[src/rtl/fetch_stage.sv]
// Instruction-fetch stage: owns the PC, drives imem, and buffers {pc, instr} pairs in a 2-entry queue for decode.
// Optional performance counters (fetch_cnt, flush_cnt) are enabled by defining FETCH_PERF_CNT_EN.
module fetch_stage #(
  parameter int          N        = 64,
  parameter logic [N-1:0] RESET_PC = '0
) (
  input  logic         clk,
  input  logic         reset,
  output logic [N-1:0] imem_addr,
  input  logic [31:0]  imem_data,
  input  logic         br_taken,
  input  logic [N-1:0] br_target,
  output logic         out_valid,
  input  logic         out_ready,
  output logic [N-1:0] out_pc,
  output logic [31:0]  out_instr
`ifdef FETCH_PERF_CNT_EN
  ,
  output logic [31:0]  fetch_cnt,
  output logic [31:0]  flush_cnt
`endif
);

  typedef enum logic [1:0] {
    EMPTY = 2'd0,
    ONE   = 2'd1,
    FULL  = 2'd2
  } count_t;

  count_t       state;
  logic [N-1:0] pc;
  logic [N-1:0] head_pc;
  logic [N-1:0] tail_pc;
  logic [31:0]  head_instr;
  logic [31:0]  tail_instr;
  logic         pop;

  assign imem_addr = pc;
  assign out_valid = (state != EMPTY);
  assign pop       = out_valid & out_ready;
  assign out_pc    = out_valid ? head_pc : '0;
  assign out_instr = out_valid ? head_instr : '0;

  // Every non-redirect cycle pushes except FULL without a pop, so the PC advances whenever a slot is written.
  always_ff @(posedge clk or negedge reset) begin
    if (!reset) begin
      state      <= EMPTY;
      pc         <= RESET_PC;
      head_pc    <= '0;
      head_instr <= '0;
      tail_pc    <= '0;
      tail_instr <= '0;
    end else if (br_taken) begin
      state      <= EMPTY;
      pc         <= br_target & ~N'(3);
      head_pc    <= '0;
      head_instr <= '0;
      tail_pc    <= '0;
      tail_instr <= '0;
    end else begin
      case (state)
        EMPTY: begin
          head_pc    <= pc;
          head_instr <= imem_data;
          pc         <= pc + N'(4);
          state      <= ONE;
        end
        ONE: begin
          if (pop) begin
            head_pc    <= pc;
            head_instr <= imem_data;
          end else begin
            tail_pc    <= pc;
            tail_instr <= imem_data;
            state      <= FULL;
          end
          pc <= pc + N'(4);
        end
        FULL: begin
          if (pop) begin
            head_pc    <= tail_pc;
            head_instr <= tail_instr;
            tail_pc    <= pc;
            tail_instr <= imem_data;
            pc         <= pc + N'(4);
          end
        end
        default: state <= EMPTY;
      endcase
    end
  end

`ifdef FETCH_PERF_CNT_EN
  // A pop on a redirect edge still counts as delivered to decode.
  always_ff @(posedge clk or negedge reset) begin
    if (!reset) begin
      fetch_cnt <= '0;
      flush_cnt <= '0;
    end else begin
      if (pop)      fetch_cnt <= fetch_cnt + 32'd1;
      if (br_taken) flush_cnt <= flush_cnt + 32'd1;
    end
  end
`endif

endmodule
[config.mk]
export PLATFORM = sky130hd
export DESIGN_NAME = fetch_stage
export DESIGN_NICKNAME = d
export VERILOG_FILES = /design/src/rtl/fetch_stage.sv
export SDC_FILE = /design/constraint.sdc
export NUM_CORES = 1
export LEC_CHECK = 0
export CAP_MARGIN = 10
export CORE_MARGIN = 2
export CORE_UTILIZATION = 47
export DETAILED_ROUTE_END_ITERATION = 10
export PLACE_DENSITY = 0.77
export SLEW_MARGIN = 20
export SYNTH_ARGS = -nofsm -noshare
export SYNTH_HDL_FRONTEND = slang
export SYNTH_SLANG_ARGS = --single-unit
[constraint.sdc]
create_clock -name clk -period 2.34 [get_ports clk]
set_clock_uncertainty 0.15 [all_clocks]
set_input_delay 0.234 -clock clk [delete_from_list [all_inputs] [get_ports clk]]
set_output_delay 0.234 -clock clk [all_outputs]
set_load 0.01 [all_outputs]
### After elaboration in Yosys (flattened, before gate mapping)

Cells that the tools add are included.

* register bits: 258
* input port bits: 100
* output and inout bits: 161
* word-level logic and storage cells: 46

* $add $sub $neg: 1
* eq/ne operators: 6
* multiplexer cells: 22
* bitwise gates (word level): 1
* reduce and logical (&&, ||, !) cells: 10

Operators by type and width (count)
* 64-bit 2-to-1 mux: 8
* 64-bit case mux with 2 select lines: 2
* 32-bit 2-to-1 mux: 6
* 64-bit case mux with 3 select lines: 1
* 32-bit case mux with 3 select lines: 1
* 64-bit by 3-bit adder with 64-bit output (second input constant): 1
* 32-bit case mux with 2 select lines: 1
* 3-bit inequality test (second input constant): 3
* 2-bit case mux with 3 select lines: 1
* 3-bit AND reduction: 2
* 3-bit nonzero test: 2
* 2-bit 2-to-1 mux: 2
* 2-bit AND reduction: 2
* 4-bit nonzero test: 1
* 2-bit by 1-bit equality test with 1-bit output (second input constant): 1
* 2-bit equality test (second input constant): 1
* 2-bit zero test: 1
* 2-bit inequality test (second input constant): 1
* 2-bit nonzero test: 1
* 2-bit OR reduction: 1
* 1-bit bitwise AND: 1

### Depth between registers and ports, before layout

Gate-level depths: netlist of run 1.

* depth in word-level cells: 5
* depth in mapped cells: 8

### Least setup slack after synthesis of run 1

No wires, ideal clock.

* path type: reg-to-reg
* start point: reg pc[10], in the netlist imem_addr[10]
* end point: reg pc[52], in the netlist imem_addr[52]
* data arrival time: 2238 ps
* path slack: -176 ps
* cell stages (with the launch flop): 8
* buffers on the path: 2
* period minus slack after synthesis: 2516 ps
* path through: dfrtp_1 buf_2 nand4_1 a2111o_1 or4_1 buf_2 nor3_2 mux2_1

* word-level cells in the longest chain between the ends: 4

Ends and longest elaborated chain
* start: declaration: RTL line 31 `logic [N-1:0] pc;`
* start signal: assignment: RTL line 55 `pc <= br_target & ~N'(3);`
* start signal: assignment: RTL line 65 `pc <= pc + N'(4);`
* start signal: assignment: RTL line 77 `pc <= pc + N'(4);`
* 64-bit by 3-bit adder with 64-bit output *: RTL line 65, 77, 85
* 64-bit 2-to-1 mux: RTL line 80 `if (pop) begin`
* 64-bit case mux with 2 select lines *: RTL line 61 `case (state)`
* 64-bit 2-to-1 mux *: RTL line 53 `end else if (br_taken) begin`

Every way passes the cells marked *; elsewhere a longest branch is shown, timed or not. The select of a mux whose other input is x is not followed.
A chain may end at the register's enable or synchronous reset.

### Final worst setup path of run 1

* start point: reg pc[16], in the netlist imem_addr[16]
* end point: reg pc[58], in the netlist imem_addr[58]

Same word-level chain as after synthesis.

==> impl_results.md, run 1 <==
* Post-synth EDFFs at 0
* Drt wl/cell at around 20 um
* #FFs+latches synth at roughly 250
* Clock sinks at between 200 and 300
* Syn avg cell area at between 8 and 9 um^2
* Grt total ovfl at 0
* Met3 Track Usage GR at approximately 4.4%
* Clock-pin slew on the worst setup and hold paths at roughly 60 ps
* Worst setup SP type: flop
* Worst path required time at 2590 ps
* Crit-path leading delay family: compound AO/OA/AOI/OAI gates
* Root buf cell: clkbuf_16
* Pwr Total at ~12 mW
* Initial core utilization at between 40 and 50%
* Fin crit share at 100.6%
* Max cap viols at 0
* Die extent in x at roughly 170 um
* Power Dens Cells at between 600 and 700 nW/um^2
* R2R Path End: imem_addr[58]$_DFFE_PN0P_
* Largest net degree at the start of global routing at 127
* Max Slew Vio Count at 0
* Failing checks: setup timing
* Commonest non-fill, non-tap cell in the layout: nand2_1
* Layout cells sized above 1 at between 15 and 20%
* Worst-skew pair later-pin latency at ~540 ps
* DRC violations left at 0
* R2R depth at 7
* First-pass GRT wire length at approximately 67000 um
* Number of port buffers at roughly 260
* Core footprint at 26730 um^2
* CP peak stage delay at approximately 520 ps
* Final setup vio count at 9
* CP Launch Point: imem_addr[16]$_DFFE_PN0P_
* M1 GR Usage at between 40% and 50%
* Mapped Cells at 1448
* Most frequent cells in the layout: nand2_1, dfrtp_1, o21ai_0, clkdlybuf4s50_1, buf_4
* Max FO, Critical Path at 4
* Max Fclk at approximately 420 MHz
* Tmin final at about 2400 ps
* Nets at roughly 1900
* Drt first pass iters at 5
* Layout area overhead at 39.07%
* Die ar. at between 20000 and 30000 um^2
* Synth Cell Area at around 13000 um^2
* H-tree Lvls at 1
* Max-Slew Margin vs Limit at 62.47%
* Vias per std cell at 5.836
* CP cell instances: nand4_1, a2111o_1, buf_4, nor4_4, buf_6, mux2i_1, a311o_1
* Met2 Usage GRT at 47.59%
* Leakage at 7.718 nW
* Crit. End Element: flop
* Arr. time, crit path at roughly 2600 ps
* DR iter-0 viols at 1474
* CTS tree: yes
* GRT Max-Usage Layer: met2
* Crit-path slowest cell: a2111o_1
* Longest Clk Path Bufs at 3
* Total number of yosys warnings at 0
* Critical path class: flop to flop
* Status: finished with violations
* Worst hold path class: primary input to async pin
* Minimum hold slack at a little over 100 ps
* GPL Wtd Cong at 0.9217
* Vias after detailed routing at 12390
* Asr flop ratio synth at 100.0%
* RSZ-0062 raised after global routing: yes
* Worst vdd ir at ~0.46 mV
* Drt total wl at roughly 42000 um
* Number of buffers created by CTS at 27
* Final hold vios at 0
* Vias in the first global route at 12010
* Final WS setup at -14.89 ps
* Setup TNS Final at -57.90 ps
* GRT Util Overall at about 30%
* Sequential share of the synthesized area at around half
* Top FF cell, synth: dfrtp_1
* Hpwl dp at ~29000 um
* I/O pins at about 260
* Initial antenna violation count at 1
* Distinct cell type count after synthesis at 59
* Chip Height at between 150 and 200 um
* R2R Setup Slk at -10 ps
* Reg2reg start: imem_addr[16]$_DFFE_PN0P_
* Remaining antenna violation count after routing at 0
* Site row count at 60
* FILL cells at ~2100
* Critical path buffers and inverters at 2
* Worst-Margin Slew at around 560 ps
## power by group
part | total, mW | switching, mW | internal [mW] | leakage [nW]
clock network | 4.80 | 1.80 | 3.00 | 0.501
registers | 5.14 | 0.307 | 4.83 | 3.24
logic | 2.38 | 1.27 | 1.11 | 3.98
## layout make-up
type | instances | area (um^2) | share of cell area [%]
multi-input cells | 1065 | 6070 | 34.38
inverters | 10 | 38.79 | 0.2197
well taps | 341 | 426.7 | 2.417
repair buffers | 403 | 3752 | 21.26
clock buffers | 32 | 734.5 | 4.160
flip-flops and latches | 254 | 6365 | 36.05
clock inverters | 17 | 264.0 | 1.495
diodes | 1 | 2.502 | 0.01418
## what timing repair did
action / in CTS / in global routing
buffers inserted: 3 / 4
cloned: 4 / 0
setup endpoints to repair: 102 / 122
resized for setup: 212 / 120
endpoints found under the hold margin: 206 / 1
pin swaps: 8 / 20
hold buffers: 2 / 1
## cell families after synthesis
group | synth area share (%)
other cells | 0.02954
fa+ha+maj | 0.09855
mux | 1.666
simple gates | 24.61
xor+xnor | 1.380
buf+inv | 4.091
flops | 50.07
compound gates | 18.05
## layer usage
layer / up-vias / share of wire (%)
li1: 5694 / -
met1: 6036 / 43
met2: 579 / 47
met3: 80 / 7.2
met4: 0 / 2.8
met5: - / 0
## synthesized netlist by cell type, drive strengths merged, types with 15 or more instances
library cell	n	share of area [%]
clkbuf	99	2.9
nor4	18	1.1
xnor2	15	1.0
dfrtp	254	50
nand3	29	1.3
buf	21	0.86
nor3	26	1.1
o21ai	212	8.4
nand4	27	1.3
nor2	37	1.1
a22oi	94	5.6
and2	100	4.9
nand2	348	10
## flip-flops by register name (all words and copies together), names as in the netlist
signal / flops
tail_pc: 63
state: 2
head_pc: 63
imem_addr: 62
tail_instr: 32
head_instr: 32
## through the flow
step | utilization, % | std cells | instance area (um^2) | setup slack [ps]
3_5_place_dp | 61.51 | 2062 | 16440 | -385.4
6_report | 66.05 | 2123 | 17650 | -14.89
3_3_place_gp | 61.51 | 2062 | 16440 | -267.6
5_1_grt | 66.05 | 2123 | 17650 | -62.80
4_1_cts | 65.31 | 2120 | 17460 | -62.46
2_1_floorplan | - | 1449 | 12740 | -69.35
## worst max path at each step
| stage | end | cells after the start | slack, ps |
|---|---|---|---|
| floorplan | imem_addr[52]$_DFFE_PN0P_ | 7 | -70 |
| global placement | imem_addr[58]$_DFFE_PN0P_ | 8 | -270 |
| detailed placement | imem_addr[58]$_DFFE_PN0P_ | 8 | -390 |
| CTS | out_pc[56] | 7 | -60 |
| global route | out_pc[17] | 5 | -60 |
| finish | imem_addr[58]$_DFFE_PN0P_ | 7 | -10 |
(Power assumes the default switching activity.)
==> inputs of run 2 (changes only) <==
==> constraint.sdc (replaced) <==
create_clock -name clk -period 2 [get_ports clk]
set_clock_uncertainty 0.15 [all_clocks]
set_input_delay 0.2 -clock clk [delete_from_list [all_inputs] [get_ports clk]]
set_output_delay 0.2 -clock clk [all_outputs]
set_load 0.02 [all_outputs]
==> run 2 against run 1 <==
  * The run still ends with setup timing left
  * Flip-flop and latch count did not move
  * Count of clock-buffer cells in the layout rose by 8
  * Clock power rose by 2%
  * Via count rose by 14%
  * Combinational power rose by 69%
  * Critical path depth fell by 2
  * Register-to-register slack got worse by 290 ps
  * Hold slack got worse by 58 ps
  * Total power rose by 22%
==> impl_results.md, run 2 (same netlist as run 1, synthesis figures left out) <==
* Grt total ovfl at 0 (unchanged)
* Site row count at 60 (unchanged)
* Sw Ratio at 31.81% (+4.4 points)
* Final setup vio count at 233 (+224)
* Status: finished with violations
* Max FO, Critical Path at 9 (+5)
* Layout area overhead at 63.20%
* Pwr Total at 15.01 mW (+22%)
* Die ar. at 28340 um^2 (unchanged)
* Drt first pass iters at 6 (+1)
* Drt wl/cell at 23.94 um (+20%)
* Number of buffers created by CTS at 27 (unchanged)
* Vias per std cell at 6.247 (+7.0%)
* Initial core utilization at 47.50% (unchanged)
* Clock sinks at 254 (unchanged)
* GRT Util Overall at 29.44% (-0.16 points)
* Clock-pin slew on the worst setup and hold paths at 60 ps (about the same)
* Core footprint at 26730 um^2 (unchanged)
* Arr. time, crit path at 1960 ps (-650 ps)
* Final hold vios at 0 (unchanged)
* Number of port buffers at 256 (unchanged)
* First-pass GRT wire length at 67160 um (+0.39%)
* DR iter-0 viols at 1820 (+23%)
* RSZ-0062 raised after global routing: yes
* Commonest non-fill, non-tap cell in the layout: nand2_1
* Worst hold path class: primary input to flop
* Logic pwr share at 26.9% (+7.6 points)
* Largest net degree at the start of global routing at 74 (-42%)
* Fin cells at 2252 (+6.1%)
* Chip Height at 168.3 um (unchanged)
* Crit-path leading delay family: simple AND/OR/NAND/NOR gates
* Drt total wl at 53920 um (+27%)
* Most frequent cells in the layout: nand2_1, dfrtp_1, buf_4, o21ai_0, buf_6
* H-tree Lvls at 1 (unchanged)
* Crit. End Element: output port
* Max cap viols at 0 (unchanged)
* Seq pwr share at 40.5% (-1.2 points)
* Max-Slew Margin vs Limit at 61.48% (-0.99 points)
* Critical path buffers and inverters at 3 (+1)
* Placed Cells incl. Taps at 2128 (+3.2%)
* Vias in the first global route at 12420 (+3.5%)
* Nets at 1992 (+7.0%)
* Worst-skew pair later-pin latency at 550 ps (about the same)
* Root buf cell: clkbuf_16
* Final Util at 77.51% (+11 points)
* Internal Power at 10.23 mW (+14%)
* Fin crit share at 115.7%
* Critical path class: flop to output port
* Crit-path slowest cell: dfrtp_1
* Die extent in x at 168.3 um (unchanged)
* DRC violations left at 0 (unchanged)
* Power Dens Cells at 724.4 nW/um^2 (+3.7%)
* CP peak stage delay at 390 ps (-130 ps)
* Minimum hold slack at 43.96 ps (-57.59 ps)
* Leakage at 9.927 nW (+29%)
* P_sw at 4.774 mW (+41%)
* Remaining antenna violation count after routing at 0 (unchanged)
* Failing checks: setup timing
* Max Slew Vio Count at 0 (unchanged)
* CP cell instances: buf_6, or2_4, buf_6, and2_1, buf_2
* Tmin final at 2313 ps
* Diode count at 0 (-1)
* I/O pins at 261 (unchanged)
* Worst-Margin Slew at 575.9 ps (+18.16 ps)
* CTS tree: yes
* Layout cells sized above 1 at 38.25% (+20 points)
* Most Frequent Cell on Critical Path: buf_6
* Final WS setup at -313.2 ps (-298.3 ps)
* Clock power share at 32.6% (-6.4 points)
* GPL Wtd Cong at 0.9573 (+3.9%)
* Worst path required time at 1650 ps (-940 ps)
* Initial antenna violation count at 0 (-1)
* Longest Clk Path Bufs at 3 (unchanged)
* Max Fclk at between 400 and 500 MHz
* FILL cells at 1627 (-24%)
* Hpwl dp at 29220 um (+2.0%)
* Vias after detailed routing at 14070 (+14%)
* Worst setup SP type: flop
* Worst vdd ir at 0.5644 mV (+22%)
* DP Worst Slack at -549.3 ps (-163.9 ps)
## run 2: cell types whose count changed in the layout (fill, tap and decap cells not counted), sizes merged
cell	previous run	this run
buf	175	344
bufinv	7	0
clkbuf	60	69
clkdlybuf4s15	1	0
clkdlybuf4s50	157	98
clkinv	11	9
clkinvlp	0	1
diode	1	0
dlygate4sd2	40	4
dlymetal6s2s	0	55
or2	3	4
## run 2: path summary, 6_finish.rpt
kind                                            start                         end  slack, ps  cells after the start
min in group asynchronous                       reset  tail_instr[11]$_DFFE_PN0P_        120                      3
hold / removal                               br_taken     tail_pc[28]$_DFFE_PN0P_         40                      4
max in group asynchronous                       reset  head_instr[21]$_DFFE_PN0P_        620                      3
hold reg to reg            head_instr[19]$_DFFE_PN0P_  head_instr[19]$_DFFE_PN0P_        330                      2
setup / recovery                 state[0]$_DFFE_PN0P_                out_instr[0]       -310                      5
setup reg to reg                 state[0]$_DFFE_PN0P_  head_instr[10]$_DFFE_PN0P_       -300                     12
## run 2: layer usage
metal	global-route usage [%]	up-vias	part of all wire, %
li1	-	5968	-
met1	40.80	6790	36
met2	47.49	1073	48
met3	5.289	237	11
met4	8.846	0	5.3
met5	0	-	0
## run 2: repair_timing
item | 4_1_cts | 5_1_grt
cloned | 1 | 44
hold buffers | 2 | 0
pin swaps | 11 | 180
endpoints found under the hold margin | 254 | 0
endpoints found under the setup margin | 341 | 389
setup buffers | 1 | 31
resized for setup | 431 | 619
## run 2: stage by stage
stage	area (um^2)	TNS (ps)
after CTS	17760	-35050
after floorplan	12950	-7480
final	20720	-49200
after global routing	20720	-65360
after detailed placement	17200	-52990
after global placement	17200	-41910
## run 2: layout make-up
cell class / count / area [um^2] / share of cell area (%)
Inverter: 10 / 38.79 / 0.1872
Tap cell: 341 / 426.7 / 2.060
Sequential cell: 254 / 6391 / 30.85
Multi-Input combinational cell: 1066 / 7187 / 34.69
Clock inverter: 9 / 62.56 / 0.3020
Clock buffer: 40 / 774.5 / 3.739
Timing Repair Buffer: 532 / 5836 / 28.17
## run 2: power by group through the flow
stage	registers, mW	logic [mW]	clock network [mW]
6_report	6.08	4.03	4.89
5_1_grt	6.13	4.23	5.10
4_1_cts	5.97	3.03	4.87
3_5_place_dp	6.05	3.09	0
3_3_place_gp	6.03	3.03	0
2_1_floorplan	6.19	1.26	0
## run 2: worst reg2reg max path, cell delays in order (launching register included)
cell       delay (ps)
dfrtp_1           370
buf_6             120
buf_6              90
or2_4             190
buf_8             170
buf_12            120
nand2b_4           50
a21oi_4           310
buf_6             180
clkbuf_16         170
clkbuf_16         160
nand2_4            40
o21ai_2            90
==> inputs of run 3 (changes only) <==
--- a/config.mk
+++ b/config.mk
@@ -6,7 +6,6 @@
 export NUM_CORES = 1
 export LEC_CHECK = 0
 export CAP_MARGIN = 10
-export CORE_MARGIN = 2
 export CORE_UTILIZATION = 47
 export DETAILED_ROUTE_END_ITERATION = 10
 export PLACE_DENSITY = 0.77
@@ -14,3 +13,4 @@
 export SYNTH_ARGS = -nofsm -noshare
 export SYNTH_HDL_FRONTEND = slang
 export SYNTH_SLANG_ARGS = --single-unit
+export TNS_END_PERCENT = 100
==> run 3 against run 2 <==
  * The run ends with DRC, setup timing left
  * Register-to-register slack got worse by 190 ps
  * Final cell count increased by 2.9%
  * Sequential power increased by 1%
  * Die area decreased by 2.4%
  * Sequential share of layout area decreased by 1.9 points
  * Hold slack got worse by 34 ps
  * Critical path depth unchanged
  * Critical path type is now flop to flop
  * Largest power group unchanged
  * Highest routed layer unchanged
==> impl_results.md, run 3 (same netlist as run 1, synthesis figures left out) <==
* R2R Path End: imem_addr[52]$_DFFE_PN0P_
* Arr. time, crit path at 2780 ps (+820 ps)
* DRC violations left at 17 (+17)
* I/O pins at 261 (unchanged)
* Tmin final at 2494 ps (+180.8 ps)
* Final hold vios at 0 (unchanged)
* Met2 Usage GRT at 48.87% (+1.4 points)
* Site row count at 59 (-1.7%)
* First-pass GRT wire length at 67280 um (+0.18%)
* Vias per std cell at 6.571 (+5.2%)
* Hpwl dp at 29430 um (+0.72%)
* CTS tree: yes
* Clock sinks at 254 (unchanged)
* Failing checks: DRC, setup timing
* M1 GR Usage at 41.30% (+0.50 points)
* Met3 Track Usage GR at 5.100% (-0.19 points)
* Commonest non-fill, non-tap cell in the layout: nand2_1
* Reg2reg start: imem_addr[16]$_DFFE_PN0P_
* Worst hold path class: primary input to async pin
* Chip Height at 166.3 um (-1.2%)
* Power Dens Cells at 734.2 nW/um^2 (+1.4%)
* Status: finished with violations
* Minimum hold slack at 10.04 ps (-33.93 ps)
* Diode count at 0 (unchanged)
* R2R depth at 5 (-7)
* Worst-Margin Slew at 559.0 ps (-16.94 ps)
* Max-Slew Margin vs Limit at 62.73% (+1.3 points)
* H-tree Lvls at 1 (unchanged)
* Die ar. at 27670 um^2 (-2.4%)
* Max cap viols at 0 (unchanged)
* Leakage at 10.66 nW (+7.4%)
* Vias in the first global route at 12490 (+0.56%)
* RSZ-0062 raised after global routing: yes
* Root buf cell: clkbuf_16
* Number of buffers created by CTS at 28 (+3.7%)
* Worst path required time at 2290 ps (+640 ps)
* Fin crit share at 124.7% (+9.0 points)
* Multi-input gate area at 7617 um^2 (+6.0%)
* Drt first pass iters at 11 (+5)
* Drt total wl at 61530 um (+14%)
* Clock-pin slew on the worst setup and hold paths at 70 ps (about the same)
* Initial core utilization at 48.30% (+0.81 points)
* Remaining antenna violation count after routing at 0 (unchanged)
* Largest net degree at the start of global routing at 70 (-5.4%)
* Final WS setup at -494.0 ps (-180.8 ps)
* Max Fclk at 401.0 MHz (-7.3%)
* Placed inst area at 17230 um^2 (+0.20%)
* R2R Setup Slk at -490 ps (-190 ps)
* Max Slew Vio Count at 0 (unchanged)
* Layout area overhead at 74.12%
* Placed Cells incl. Taps at 2126 (-0.094%)
* Most frequent cells in the layout: nand2_1, dfrtp_1, buf_4, buf_6, clkdlybuf4s50_1
* Critical path class: flop to flop
* Drt wl/cell at 26.56 um (+11%)
* GRT Util Overall at 30.20% (+0.77 points)
* Initial antenna violation count at 2 (+2)
* Die extent in x at 166.3 um (-1.2%)
* Fin cells at 2317 (+2.9%)
* Worst vdd ir at 0.5789 mV (+2.6%)
* Nets at 2062 (+3.5%)
* FILL cells at 1239 (-24%)
* Layout cells sized above 1 at 45.06% (+6.8 points)
* Longest Clk Path Bufs at 3 (unchanged)
* Grt total ovfl at 0 (unchanged)
* Finished Cell Area at 22100 um^2 (+6.7%)
* Worst-skew pair later-pin latency at 550 ps (about the same)
* Number of port buffers at 256 (unchanged)
* Max FO, Critical Path at 4 (-5)
* Core footprint at 26280 um^2 (-1.7%)
* DR iter-0 viols at 2058 (+13%)
* GPL Wtd Cong at 0.9324 (-2.6%)
* GRT Max-Usage Layer: met2
* Final setup vio count at 334 (+43%)
* Crit. End Element: flop
* Register area at 6394 um^2 (about the same)
* Worst setup SP type: flop
* Vias after detailed routing at 15230 (+8.2%)
## run 3: cell count changes in the layout (fill, tap and decap cells not counted), moves of 31 or more
| cell | change |
|---|---|
| o21ai_2 | +33 |
| nand2_1 | -49 |
| nand2_2 | +31 |
| o21ai_1 | +59 |
| o21ai_0 | -90 |
## run 3: layer usage
metal	vias up	wire (um)
li1	6126	-
met1	7387	22140
met2	1346	28680
met3	366	6936
met4	0	3783
met5	-	0
## run 3: stage by stage
step                      utilization [%]  power [mW]  worst slack, ps  TNS, ps
final                               84.10       16.23           -494.0   -66760
after global routing                84.10       16.57           -482.3   -73120
after floorplan                         -       7.447           -438.9    -7480
after global placement              65.56       9.063           -595.4   -44660
after CTS                           67.82       14.34           -294.8   -37460
after detailed placement            65.56       9.145           -587.6   -52300
## run 3: worst max-delay path by stage
| stage | from | end | slack (ps) |
|---|---|---|---|
| floorplan | imem_addr[14]$_DFFE_PN0P_ | imem_addr[52]$_DFFE_PN0P_ | -440 |
| global placement | out_ready | imem_addr[34]$_DFFE_PN0P_ | -600 |
| detailed placement | out_ready | imem_addr[34]$_DFFE_PN0P_ | -590 |
| CTS | state[0]$_DFFE_PN0P_ | out_pc[51] | -290 |
| global route | imem_addr[16]$_DFFE_PN0P_ | imem_addr[34]$_DFFE_PN0P_ | -480 |
| finish | imem_addr[16]$_DFFE_PN0P_ | imem_addr[52]$_DFFE_PN0P_ | -490 |
## run 3: repair_timing
action,in CTS,in global routing
resized for setup,370,890
hold endpoints to repair,257,0
gates cloned,0,67
pin swaps,3,242
setup buffers,2,70
hold buffers,2,0
endpoints found under the setup margin,361,397
## run 3: critical path, cell delays in order (launching register included)
cell      delay (ps)
dfrtp_1          390
nand4_1          270
a2111o_1         530
or4_1            530
nor3_2           170
mux2_1           350
## run 3: cell type report
| class | instances | area share (%) |
|---|---|---|
| clock buffers | 40 | 3.651 |
| clock inverters | 11 | 0.6171 |
| inverters | 10 | 0.1755 |
| multi-input cells | 1066 | 34.47 |
| flip-flops and latches | 254 | 28.93 |
| well taps | 335 | 1.897 |
| repair buffers | 601 | 30.26 |
## run 3: report_power, final
group	internal, mW	switching [mW]	total [mW]
clock	3.19	2.30	5.49
combinational	2.17	2.42	4.59
sequential	5.66	0.489	6.15
total	11.0	5.21	16.2
